$ cat src/rtl/muldiv_sequencer_if.sv
// Execute-stage handshake between the pipeline and the iterative RV32M multiply/divide unit.
interface muldiv_sequencer_if #(
    parameter int XLEN = 32
);
    logic            start;
    logic            flush;
    logic [2:0]      Funct3;
    logic [XLEN-1:0] SrcA;
    logic [XLEN-1:0] SrcB;
    logic            busy;
    logic            stall;
    logic            done;
    logic [XLEN-1:0] Result;

    modport master (
        output start, flush, Funct3, SrcA, SrcB,
        input  busy, stall, done, Result
    );

    modport slave (
        input  start, flush, Funct3, SrcA, SrcB,
        output busy, stall, done, Result
    );
endinterface

$ cat src/rtl/muldiv_sequencer.sv
// Iterative RV32M MUL/DIV unit: one shift-add or restoring-divide step per cycle, sign fix-up at DONE entry.
// Optional MULDIV_EARLY_OUT_EN: divide-by-zero, signed overflow and zero-operand multiplies finish in one cycle.
module muldiv_sequencer #(
    parameter int XLEN = 32
) (
    input logic               clk,
    input logic               rst_n,
    muldiv_sequencer_if.slave bus
);
    localparam int CW = $clog2(XLEN);
    localparam logic [CW-1:0]   CNT_LAST = CW'(XLEN - 1);
    localparam logic [XLEN-1:0] INT_MIN  = {1'b1, {(XLEN-1){1'b0}}};

    typedef enum logic [1:0] {S_IDLE, S_MUL, S_DIV, S_DONE} state_e;

    state_e            state_q;
    logic [2:0]        funct3_q;
    logic              a_neg_q;
    logic              b_neg_q;
    logic              div0_q;
    logic [CW-1:0]     cnt_q;
    logic [2*XLEN-1:0] acc_q;
    logic [XLEN-1:0]   opa_q;
    logic [XLEN-1:0]   opb_q;
    logic [XLEN-1:0]   result_q;
    logic              busy_q;
    logic              done_q;

    logic [2*XLEN-1:0] acc_d;
    logic [XLEN-1:0]   opa_d;
    logic [XLEN-1:0]   opb_d;
    logic [XLEN:0]     sum;
    logic [XLEN:0]     rem_sh;
    logic [XLEN:0]     diff;
    logic              a_neg_in;
    logic              b_neg_in;

    function automatic logic [XLEN-1:0] mag(input logic [XLEN-1:0] v, input logic neg);
        return neg ? -v : v;
    endfunction

    // Sign fix-up and result selection; overflow (INT_MIN / -1) falls out of the magnitude path naturally.
    function automatic logic [XLEN-1:0] finalize(input logic [2:0]        f3,
                                                 input logic [2*XLEN-1:0] acc,
                                                 input logic              an,
                                                 input logic              bn,
                                                 input logic              dz);
        logic [2*XLEN-1:0] prod;
        logic [XLEN-1:0]   quo;
        logic [XLEN-1:0]   rem;
        prod = (an ^ bn) ? -acc : acc;
        quo  = (an ^ bn) ? -acc[XLEN-1:0] : acc[XLEN-1:0];
        rem  = an ? -acc[2*XLEN-1:XLEN] : acc[2*XLEN-1:XLEN];
        if (dz) quo = '1;
        case (f3)
            3'b000:                 return prod[XLEN-1:0];
            3'b001, 3'b010, 3'b011: return prod[2*XLEN-1:XLEN];
            3'b100, 3'b101:         return quo;
            default:                return rem;
        endcase
    endfunction

    always_comb begin
        a_neg_in = bus.SrcA[XLEN-1] && (bus.Funct3 == 3'b001 || bus.Funct3 == 3'b010 ||
                                        bus.Funct3 == 3'b100 || bus.Funct3 == 3'b110);
        b_neg_in = bus.SrcB[XLEN-1] && (bus.Funct3 == 3'b001 || bus.Funct3 == 3'b100 ||
                                        bus.Funct3 == 3'b110);
    end

    // One iteration: MUL adds into the upper half then shifts right; DIV shifts the dividend into the remainder.
    always_comb begin
        acc_d  = acc_q;
        opa_d  = opa_q;
        opb_d  = opb_q;
        sum    = '0;
        rem_sh = '0;
        diff   = '0;
        if (state_q == S_MUL) begin
            sum   = {1'b0, acc_q[2*XLEN-1:XLEN]} + (opb_q[0] ? {1'b0, opa_q} : '0);
            acc_d = {sum, acc_q[XLEN-1:1]};
            opb_d = opb_q >> 1;
        end else begin
            rem_sh = {acc_q[2*XLEN-1:XLEN], opa_q[XLEN-1]};
            diff   = rem_sh - {1'b0, opb_q};
            if (!diff[XLEN]) acc_d = {diff[XLEN-1:0], acc_q[XLEN-2:0], 1'b1};
            else             acc_d = {rem_sh[XLEN-1:0], acc_q[XLEN-2:0], 1'b0};
            opa_d = opa_q << 1;
        end
    end

`ifdef MULDIV_EARLY_OUT_EN
    logic            early_hit;
    logic [XLEN-1:0] early_res;

    always_comb begin
        early_hit = 1'b0;
        early_res = '0;
        if (!bus.Funct3[2]) begin
            early_hit = (bus.SrcA == '0) || (bus.SrcB == '0);
        end else if (bus.SrcB == '0) begin
            early_hit = 1'b1;
            early_res = bus.Funct3[1] ? bus.SrcA : '1;
        end else if (!bus.Funct3[0] && bus.SrcA == INT_MIN && bus.SrcB == '1) begin
            early_hit = 1'b1;
            early_res = bus.Funct3[1] ? '0 : bus.SrcA;
        end
    end
`endif

    always_ff @(posedge clk) begin
        if (!rst_n) begin
            state_q  <= S_IDLE;
            funct3_q <= '0;
            a_neg_q  <= 1'b0;
            b_neg_q  <= 1'b0;
            div0_q   <= 1'b0;
            cnt_q    <= '0;
            acc_q    <= '0;
            opa_q    <= '0;
            opb_q    <= '0;
            result_q <= '0;
            busy_q   <= 1'b0;
            done_q   <= 1'b0;
        end else begin
            case (state_q)
                S_IDLE: begin
                    done_q <= 1'b0;
                    if (bus.start && !bus.flush) begin
                        funct3_q <= bus.Funct3;
                        a_neg_q  <= a_neg_in;
                        b_neg_q  <= b_neg_in;
                        div0_q   <= bus.Funct3[2] && (bus.SrcB == '0);
                        cnt_q    <= '0;
                        acc_q    <= '0;
                        opa_q    <= mag(bus.SrcA, a_neg_in);
                        opb_q    <= mag(bus.SrcB, b_neg_in);
                        busy_q   <= 1'b1;
`ifdef MULDIV_EARLY_OUT_EN
                        if (early_hit) begin
                            state_q  <= S_DONE;
                            result_q <= early_res;
                            done_q   <= 1'b1;
                        end else begin
                            state_q <= bus.Funct3[2] ? S_DIV : S_MUL;
                        end
`else
                        state_q <= bus.Funct3[2] ? S_DIV : S_MUL;
`endif
                    end
                end
                S_MUL, S_DIV: begin
                    if (bus.flush) begin
                        state_q <= S_IDLE;
                        busy_q  <= 1'b0;
                    end else begin
                        acc_q <= acc_d;
                        opa_q <= opa_d;
                        opb_q <= opb_d;
                        if (cnt_q == CNT_LAST) begin
                            state_q  <= S_DONE;
                            result_q <= finalize(funct3_q, acc_d, a_neg_q, b_neg_q, div0_q);
                            done_q   <= 1'b1;
                        end else begin
                            cnt_q <= cnt_q + 1'b1;
                        end
                    end
                end
                default: begin
                    state_q <= S_IDLE;
                    busy_q  <= 1'b0;
                    done_q  <= 1'b0;
                end
            endcase
        end
    end

    assign bus.stall  = (state_q == S_IDLE && bus.start && !bus.flush) ||
                        state_q == S_MUL || state_q == S_DIV;
    assign bus.busy   = busy_q;
    assign bus.done   = done_q;
    assign bus.Result = result_q;
endmodule
$ cat src/flat_wrapper.sv
// flat-port wrapper written by rule: the top's interface ports become plain ports
module muldiv_sequencer_flat 
#(
    parameter int XLEN = 32
)
  (clk, rst_n, bus_start, bus_flush, bus_Funct3, bus_SrcA, bus_SrcB, bus_busy, bus_stall, bus_done, bus_Result);
  muldiv_sequencer_if #(.XLEN(XLEN)) bus_i ();
  input logic clk;
  input logic rst_n;
  input wire logic [$bits(bus_i.start)-1:0] bus_start;
  input wire logic [$bits(bus_i.flush)-1:0] bus_flush;
  input wire logic [$bits(bus_i.Funct3)-1:0] bus_Funct3;
  input wire logic [$bits(bus_i.SrcA)-1:0] bus_SrcA;
  input wire logic [$bits(bus_i.SrcB)-1:0] bus_SrcB;
  output wire logic [$bits(bus_i.busy)-1:0] bus_busy;
  output wire logic [$bits(bus_i.stall)-1:0] bus_stall;
  output wire logic [$bits(bus_i.done)-1:0] bus_done;
  output wire logic [$bits(bus_i.Result)-1:0] bus_Result;
  assign bus_i.start = bus_start;
  assign bus_i.flush = bus_flush;
  assign bus_i.Funct3 = bus_Funct3;
  assign bus_i.SrcA = bus_SrcA;
  assign bus_i.SrcB = bus_SrcB;
  assign bus_busy = bus_i.busy;
  assign bus_stall = bus_i.stall;
  assign bus_done = bus_i.done;
  assign bus_Result = bus_i.Result;
  muldiv_sequencer #(.XLEN(XLEN)) u_core (.clk(clk), .rst_n(rst_n), .bus(bus_i));
endmodule
$ cat config.mk
export PLATFORM = sky130hd
export DESIGN_NAME = muldiv_sequencer_flat
export DESIGN_NICKNAME = d
export VERILOG_FILES = /design/src/rtl/muldiv_sequencer_if.sv /design/src/rtl/muldiv_sequencer.sv /design/src/flat_wrapper.sv
export SDC_FILE = /design/constraint.sdc
export NUM_CORES = 1
export LEC_CHECK = 0
export BUFFER_PORTS_ARGS = -buffer_cell sky130_fd_sc_hd__buf_2
export CAP_MARGIN = 20
export CORE_ASPECT_RATIO = 2
export CORE_MARGIN = 10
export CORE_UTILIZATION = 56
export CTS_CLUSTER_DIAMETER = 150
export DETAILED_ROUTE_END_ITERATION = 10
export GPL_ROUTABILITY_DRIVEN = 0
export HOLD_SLACK_MARGIN = 0.12
export PLACE_DENSITY = 0.72
export SYNTH_ARGS = -nofsm -noshare
export SYNTH_HDL_FRONTEND = slang
export SYNTH_SLANG_ARGS = --single-unit
export TNS_END_PERCENT = 50
$ cat constraint.sdc
create_clock -name clk -period 13.4 [get_ports clk]
set_input_delay 2.01 -clock clk [delete_from_list [all_inputs] [get_ports clk]]
set_output_delay 2.01 -clock clk [all_outputs]
set_load 0.01 [all_outputs]
---- Word level (Yosys, flattened, before mapping) ----
Index checks and enable logic that the tools add are counted.
operators by class
  $add $sub $neg .......................... 8
  equal/unequal tests ..................... 19
  muxes and demuxes ....................... 33
  bitwise gates (word level) .............. 2
  reductions and logical operators ........ 31
operators by type and width
  operator                                                                count
  32-bit two-way mux                                                      12
  64-bit two-way mux                                                      5
  32-bit negator                                                          4
  32-bit one-hot mux with 2 select lines                                  2
  64-bit one-hot mux with 2 select lines                                  1
  32-bit one-hot mux with 3 select lines                                  1
  64-bit negator                                                          1
  32-bit by 33-bit adder with 33-bit output                               1
  33-bit by 32-bit subtractor with 33-bit output                          1
  32-bit zero test                                                        1
  5-bit two-way mux                                                       3
  3-bit equality test (second input constant)                             4
  4-bit AND reduction                                                     3
  5-bit one-hot mux with 2 select lines                                   1
  2-bit AND reduction                                                     5
  3-bit by 2-bit equality test with 1-bit output (second input constant)  3
  2-bit two-way mux                                                       4
  2-bit inequality test (second input constant)                           4
  1-bit logical OR                                                        7
  3-bit by 1-bit equality test with 1-bit output (second input constant)  2
  1-bit logical AND                                                       6
  3-bit AND reduction                                                     2
  5-bit by 1-bit adder with 5-bit output (second input constant)          1
  5-bit equality test (second input constant)                             1
  other kinds (15)                                                        18
word-level totals
  register bits ........................... 175
  input port bits ......................... 71
  output and inout bits ................... 35
  word-level logic and storage cells ...... 105

---- Depth between registers and ports, before layout ----
Gate-level depths: netlist of run 1.
  word-level depth ........................ 8
  mapped depth ............................ 25
  depth with buffers taken out ............ 23

---- Least setup slack after synthesis of run 1 ----
Ideal clock, no wire load.
  path type ............................... register -> register
  start ................................... reg u_core.state_q[1]
  end ..................................... reg u_core.result_q[14], in the netlist u_core.bus.Result[14]
  setup time .............................. 134 ps
  data arrival time ....................... 5342 ps
  data required time ...................... 13266 ps
  slack ................................... 7923 ps
  stages on the path, launching flop included .. 24
  buffers on the path ..................... 8
  period minus slack after synthesis ...... 5477 ps
  cells stage by stage .................... dfxtp_1 inv_1 ha_1 clkbuf_1 clkbuf_1 buf_2 buf_1 buf_1 buf_1 buf_1 a21oi_1 ha_1 and2_1 nand2_1 nor4_1 and2_1 and3_1 and3_1 clkbuf_1 nand4_1 a21oi_1 or4b_2 a21oi_1 a211oi_1
on the way
  word-level cells in the longest chain between the ends .. 6
  elaborated cells between the ends (all ways) .. 13
  those cells by class .................... add/sub: 3; eq/ne: 2; mux: 6; reduce/logical: 2
RTL lines
  item                                            RTL line                                         source
  start: declaration                              muldiv_sequencer.sv:16                           state_e state_q;
  start signal: assignment                        muldiv_sequencer.sv:147                          state_q <= bus.Funct3[2] ? S_DIV : S_MUL;
  2-bit by 1-bit equality test with 1-bit output  muldiv_sequencer.sv:78, muldiv_sequencer.sv:125
  64-bit two-way mux                              muldiv_sequencer.sv:78                           if (state_q == S_MUL) begin
  32-bit negator                                  muldiv_sequencer.sv:52                           quo = (an ^ bn) ? -acc[XLEN-1:0] : acc[XLEN-1:0];
  32-bit two-way mux                              muldiv_sequencer.sv:52
  32-bit two-way mux                              muldiv_sequencer.sv:54                           if (dz) quo = '1;
  32-bit one-hot mux with 3 select lines          muldiv_sequencer.sv:55                           case (f3)
  end signal: assignment                          muldiv_sequencer.sv:161                          result_q <= finalize(funct3_q, acc_d, a_neg_q, b_neg_q, div0_q);
  end: declaration                                muldiv_sequencer.sv:25                           logic [XLEN-1:0] result_q;
Parallel ways exist; a longest one is shown, timed or not.
A chain may end at the register's enable or synchronous reset.

---- Final worst setup path of run 1 ----
  start ................................... reg u_core.opb_q[0]
  end ..................................... reg u_core.result_q[26], in the netlist u_core.bus.Result[26]
on the way
  word-level cells in the longest chain between the ends .. 7
  elaborated cells between the ends (all ways) .. 13
  those cells by class .................... add/sub: 5; mux: 8
RTL lines
  item                                            RTL line                 source
  start: declaration                              muldiv_sequencer.sv:24   logic [XLEN-1:0] opb_q;
  start signal: assignment                        muldiv_sequencer.sv:136  opb_q <= mag(bus.SrcB, b_neg_in);
  start signal: assignment                        muldiv_sequencer.sv:158  opb_q <= opb_d;
  33-bit by 32-bit subtractor with 33-bit output  muldiv_sequencer.sv:84   diff = rem_sh - {1'b0, opb_q};
  64-bit two-way mux                              muldiv_sequencer.sv:85   if (!diff[XLEN]) acc_d = {diff[XLEN-1:0], acc_q[XLEN-2:0], 1'b1};
  64-bit two-way mux *                            muldiv_sequencer.sv:78
  32-bit negator                                  muldiv_sequencer.sv:52
  32-bit two-way mux                              muldiv_sequencer.sv:52
  32-bit two-way mux                              muldiv_sequencer.sv:54
  32-bit one-hot mux with 3 select lines *        muldiv_sequencer.sv:55
Mark *: on every way between the ends. The rest lies on a longest branch, timed or not.

==> results of run 1 <==
per-layer routing:
layer	vias to the layer above	track usage, %
li1	8266	-
met1	8280	30.9
met2	916	55.0
met3	340	6.33
met4	2	28.5
met5	-	0
kinds of logic (layout without fill, tap and decap cells):
logic type      count (synthesis)  after routing  synth area share [%]
other cells                     0              1                     0
mux                            53             53                  3.27
buf+inv                       204            226                  4.98
simple gates                  885            885                  26.9
flops                         175            175                  21.3
compound gates                726            726                  27.5
xor+xnor                      188            188                  10.0
fa+ha+maj                      77             77                  5.96
registers in the layout, indices dropped and copies added (netlist names):
register and flops:
u_core.div0_q 1, u_core.b_neg_q 1, u_core.cnt_q 5, u_core.state_q 2
u_core.opa_q 32, u_core.bus.Result 32, u_core.acc_q 64, u_core.a_neg_q 1
u_core.funct3_q 3, u_core.bus.busy 1, u_core.opb_q 32, u_core.bus.done 1
final timing paths:
| kind | startpoint | to |
|---|---|---|
| worst min register to register | u_core.bus.done | u_core.bus.done |
| worst max-delay path | u_core.opb_q[0] | u_core.bus.Result[26] |
| worst min-delay path | u_core.bus.done | u_core.bus.done |
| worst max register to register | u_core.opb_q[0] | u_core.bus.Result[26] |
worst max-delay path: stages, from the launching register on:
cell and delay (ps):
dfxtp_1 870, ha_1 290, inv_1 60, fa_1 420, a211o_1 290, a211oi_1 480
or3_4 260, a211oi_4 90, o211ai_2 180, buf_4 310, nor2_1 160, a21oi_1 290
ha_1 230, and2_1 180, nand2_1 60, nor4_1 780, and2_1 280, and3_1 220
and3_1 320, nand3_1 400, o31ai_1 420, xnor2_1 110, a221oi_1 300, nor2_1 90
metrics by stage:
stage	hold WS, ps	worst slack [ps]	cell area, µm²	utilization, %
final	466	6180	17700	61.4
after global routing	490	5770	17700	61.4
after CTS	471	6380	17700	61.3
after detailed placement	460	6410	17100	59.1
after global placement	450	6650	17000	59.0
after floorplan	445	7920	16400	-
layout by cell type (no fill, tap or decap), drive strengths merged, types with 23 or more instances in the layout:
master and n:
o21ai 245, nand2 239, a21oi 210, nor2 193, dfxtp 175, and2 156, buf 130, xnor2 106
nand3 90, xor2 82, ha 75, inv 70, mux2i 51, nor3 48, a21boi 35, a31oi 29
nand4 26, o31ai 24, and3 23
final cells by class:
cell class	instances	area [µm²]	share of cell area (%)
inverter	63	236	1.34
timing repair buffer	131	741	4.18
clock buffer	17	425	2.40
clock inverter	15	201	1.14
tap	360	450	2.54
antenna	1	2.50	0.0141
sequential	175	3500	19.8
multi-input combinational	1929	12200	68.6
==> results_dict.tcl, run 1 <==
set metrics [dict create \
    clockRootBuffer "clkbuf_16" \
    setup-violations-final 0 \
    r2r_slack_ps 6180 \
    viasPerCell 6.62 \
    slew_headroom_pct 28.7 \
    dp_hpwl_um 44900 \
    drv_slew 0 \
    drtIter0Drc 1708 \
    netlist_area_um2 16400 \
    dr_wl_met2_um 29300 \
    yosysWarnings 0 \
    port_buffers 105 \
    fill_cells 2800 \
    syn_avg_cell_area_um2 7.11 \
    worstPathMaxFanout 34 \
    tritoncts "yes" \
    hold_buffers 0 \
    rsz0062_at_grt "false" \
    wirelength_met1_um 20200 \
    cts_resized 0 \
    dr.pass1.iters 7 \
    end_kind "flop" \
    cp.required_ps 13750 \
    fin_crit_sh_pct 53.9 \
    dieArea_um2 37000 \
    dp_cells 2655 \
    fmax_mhz 139 \
    pin_count 106 \
    numCtsBuffers 17 \
    ant_nets 0 \
    grt_pass1_vias 16800 \
    routed-wl-met3_um 4290 \
    cts_setup_buffers 0 \
    antenna_found_initial 2 \
    drive_gt1_share_pct 8.88 \
    status "finished, final reports clean" \
    synth.distinct_cells 93 \
    synthArstFlopShare_pct 0 \
    die_w_um 141 \
    routedWlPerCell_um 22.3 \
    synth-edff-count 0 \
    hp-class "reg -> reg" \
    seq_area_frac_synth_pct 21.3 \
    yosysMostFrequentCell "nand2_1" \
    cp.arrival_ps 7570 \
    start_util_pct 56.9 \
    area_delta_synth_final_pct 7.94 \
    wirelength_um 60000 \
    clock_latency_ps 470 \
    hold_path_depth 2 \
    core_area_um2 28800 \
    finalCriticalPeriod_ps 7220 \
    num_rows 88 \
    route.vias.total 17800 \
    start_kind "flop" \
    grt_max_degree 75 \
    crit_type "reg -> reg" \
    yosys-top-cells-area "dfxtp_1 21%, o21ai_0 7.2%, a21oi_1 6.3%" \
    ys_ff_latch 175 \
    cts_max_path_buffers 2 \
    synthCells 2308 \
    grt_pass1_wl_um 92500 \
    grtUsageTotal_pct 31.5 \
    clock_sinks 175 \
    final.setup.tns_ps 0 \
    route.top_layer_used "met5" \
    finalNonFillerCells 2691 \
    synth_commonest_cells "239 x nand2_1, 237 x o21ai_0, 208 x a21oi_1, 193 x nor2_1, 175 x dfxtp_1" \
    max_slew.worst_pin.slew_ps 1070 \
    synth_area_leader_cell "dfxtp_1" \
    hold_viol 0 \
    r2r_cells 23 \
    drv_cap 0 \
    finalNetCount 2465 \
    route.detailed.drc 0 \
    die_h_um 262 \
    grt_overflow 0 \
    synthesis.nets 2456 \
    path_clk_slew_ps 80 \
    synth_top_cell_area_share_pct 21.3 \
    skew_ps 11.7 \
    synthFlopType "dfxtp_1" \
    cts_htree_levels 4 \
]
Power of run 1 is left out: the tool's default activity adds up to more than one toggle a clock period on the data nets, which glitch-free logic cannot reach.
==> inputs of run 2 (changes only) <==
Clock period 13.4 ns to 7.3 ns, I/O delays scaled along.
==> run 2 against run 1 <==
  * Utilization hardly changed
  * Wire length rose by 1.9%
  * Worst setup slack worse by 5400 ps
  * Die area did not move
  * Final cell count about the same
  * Design area is essentially flat
  * First-iteration DRC count up 19%
  * Clock skew grew 7.5 ps
  * Non-clock buffer count is 4 higher
  * Fmax grew 10%
==> results_dict.tcl, run 2 (synthesis results as in run 1) <==
set metrics [dict create \
    grt_util_met2_pct 56.1 \
    fmax_mhz 153 \
    antenna_cells 0 \
    core_area_um2 28800 \
    start_kind "flop" \
    skew_ps 19.1 \
    clock_sinks 175 \
    end_kind "flop" \
    grtUsageTotal_pct 31.7 \
    finalNetCount 2469 \
    cts_setup_buffers 0 \
    fin_crit_sh_pct 89.5 \
    finalNonFillerCells 2692 \
    slew_headroom_pct 21.5 \
    dieArea_um2 37000 \
    top_register "u_core.acc_q" \
    dr.pass1.iters 8 \
    drv_cap 0 \
    area_delta_synth_final_pct 7.94 \
    finalCriticalPeriod_ps 6540 \
    hp-class "reg -> reg" \
    grt_pass1_vias 16800 \
    path_clk_slew_ps 80 \
    num_rows 88 \
    cp_slowest_cell "dfxtp_1" \
    met3_usage_pct 7.21 \
    grt_max_degree 124 \
    cts_resized 0 \
    start_util_pct 56.9 \
    drtIter0Drc 2038 \
    antenna_found_initial 0 \
    fin_util_pct 61.4 \
    final_cell_mix "239 x nand2_1, 236 x o21ai_0, 206 x a21oi_1" \
    cts_htree_levels 4 \
    dp_cells 2660 \
    pin_count 106 \
    hold_buffers 0 \
    tritoncts "yes" \
    critPathMaxStageDelay_ps 910 \
    cp.required_ps 7660 \
    clock_latency_ps 480 \
    clockRootBuffer "clkbuf_16" \
    hold_path_depth 2 \
    drive_gt1_share_pct 8.96 \
    largest_register_ffs 64 \
    status "finished, final reports clean" \
    grt_busiest_layer "met2" \
    layout_commonest_cell "nand2_1" \
    route.vias.total 17700 \
    die_h_um 262 \
    wirelength_um 61200 \
    die_w_um 141 \
    grt_overflow 0 \
    ant_nets 0 \
    routedWlPerCell_um 22.7 \
    drv_slew 0 \
    viasPerCell 6.58 \
    grt_use_met1_pct 30.8 \
    grt_pass1_wl_um 92800 \
    rsz0062_at_grt "false" \
    path_cells "ha_1, inv_1, fa_1, a211o_1, a211oi_1, or3_4, a211o_1, o211a_1, buf_4, mux2i_1, mux2i_1, nor3_1, nand4_1, o31ai_1, xnor2_1, a221oi_1, nor2_1" \
    setup-violations-final 0 \
    port_buffers 105 \
    max_slew.worst_pin.slew_ps 1170 \
    hold_viol 0 \
    crit_type "reg -> reg" \
    dp_hpwl_um 45500 \
    r2r_cells 17 \
    numCtsBuffers 17 \
    cts_max_path_buffers 2 \
    holdWs_ps 468 \
    route.detailed.drc 0 \
    cp.arrival_ps 6900 \
    final.setup.tns_ps 0 \
    worstPathMaxFanout 34 \
]
==> run 2: worst max-delay path, delay by kind of cell (launching register included) <==
| kind | cells | cell delay (ps) |
|---|---|---|
| AOI/OAI and AO/OA | 6 | 2260 |
| adders and majority gates | 2 | 750 |
| buffers and inverters | 2 | 350 |
| DFF | 1 | 910 |
| and+or+nand+nor | 4 | 1540 |
| muxes | 2 | 500 |
| xor gates and xnor gates | 1 | 100 |
==> run 2: metrics by stage <==
stage | setup WS, ps | cell area [µm²]
finish | 765 | 17700
global route | 355 | 17700
CTS | 1000 | 17700
detailed placement | 1010 | 17100
global placement | 1190 | 17100
floorplan | 1820 | 16400
==> run 2: final cells by class <==
class                      count  area [µm²]
clock inverter                11         133
fill                        2769       11100
timing repair buffer         135         786
inverter                      63         236
tap                          360         450
clock buffer                  19         453
multi-input combinational   1929       12200
sequential                   175        3500
==> run 2: final timing paths <==
path                                              end  slack (ps)            start
worst max-delay path            u_core.bus.Result[26]         760  u_core.opb_q[0]
worst min-delay path                  u_core.bus.done         470  u_core.bus.done
worst max register to register  u_core.bus.Result[26]         760  u_core.opb_q[0]
worst min register to register        u_core.bus.done         470  u_core.bus.done
==> run 2: per-layer routing <==
| metal | wire (µm) | up-vias |
|---|---|---|
| met4 | 5580 | 0 |
| li1 | - | 8279 |
| met3 | 4620 | 319 |
| met1 | 20900 | 8179 |
| met2 | 30100 | 942 |
| met5 | 0 | - |
Power of run 2 is left out for the same reason.
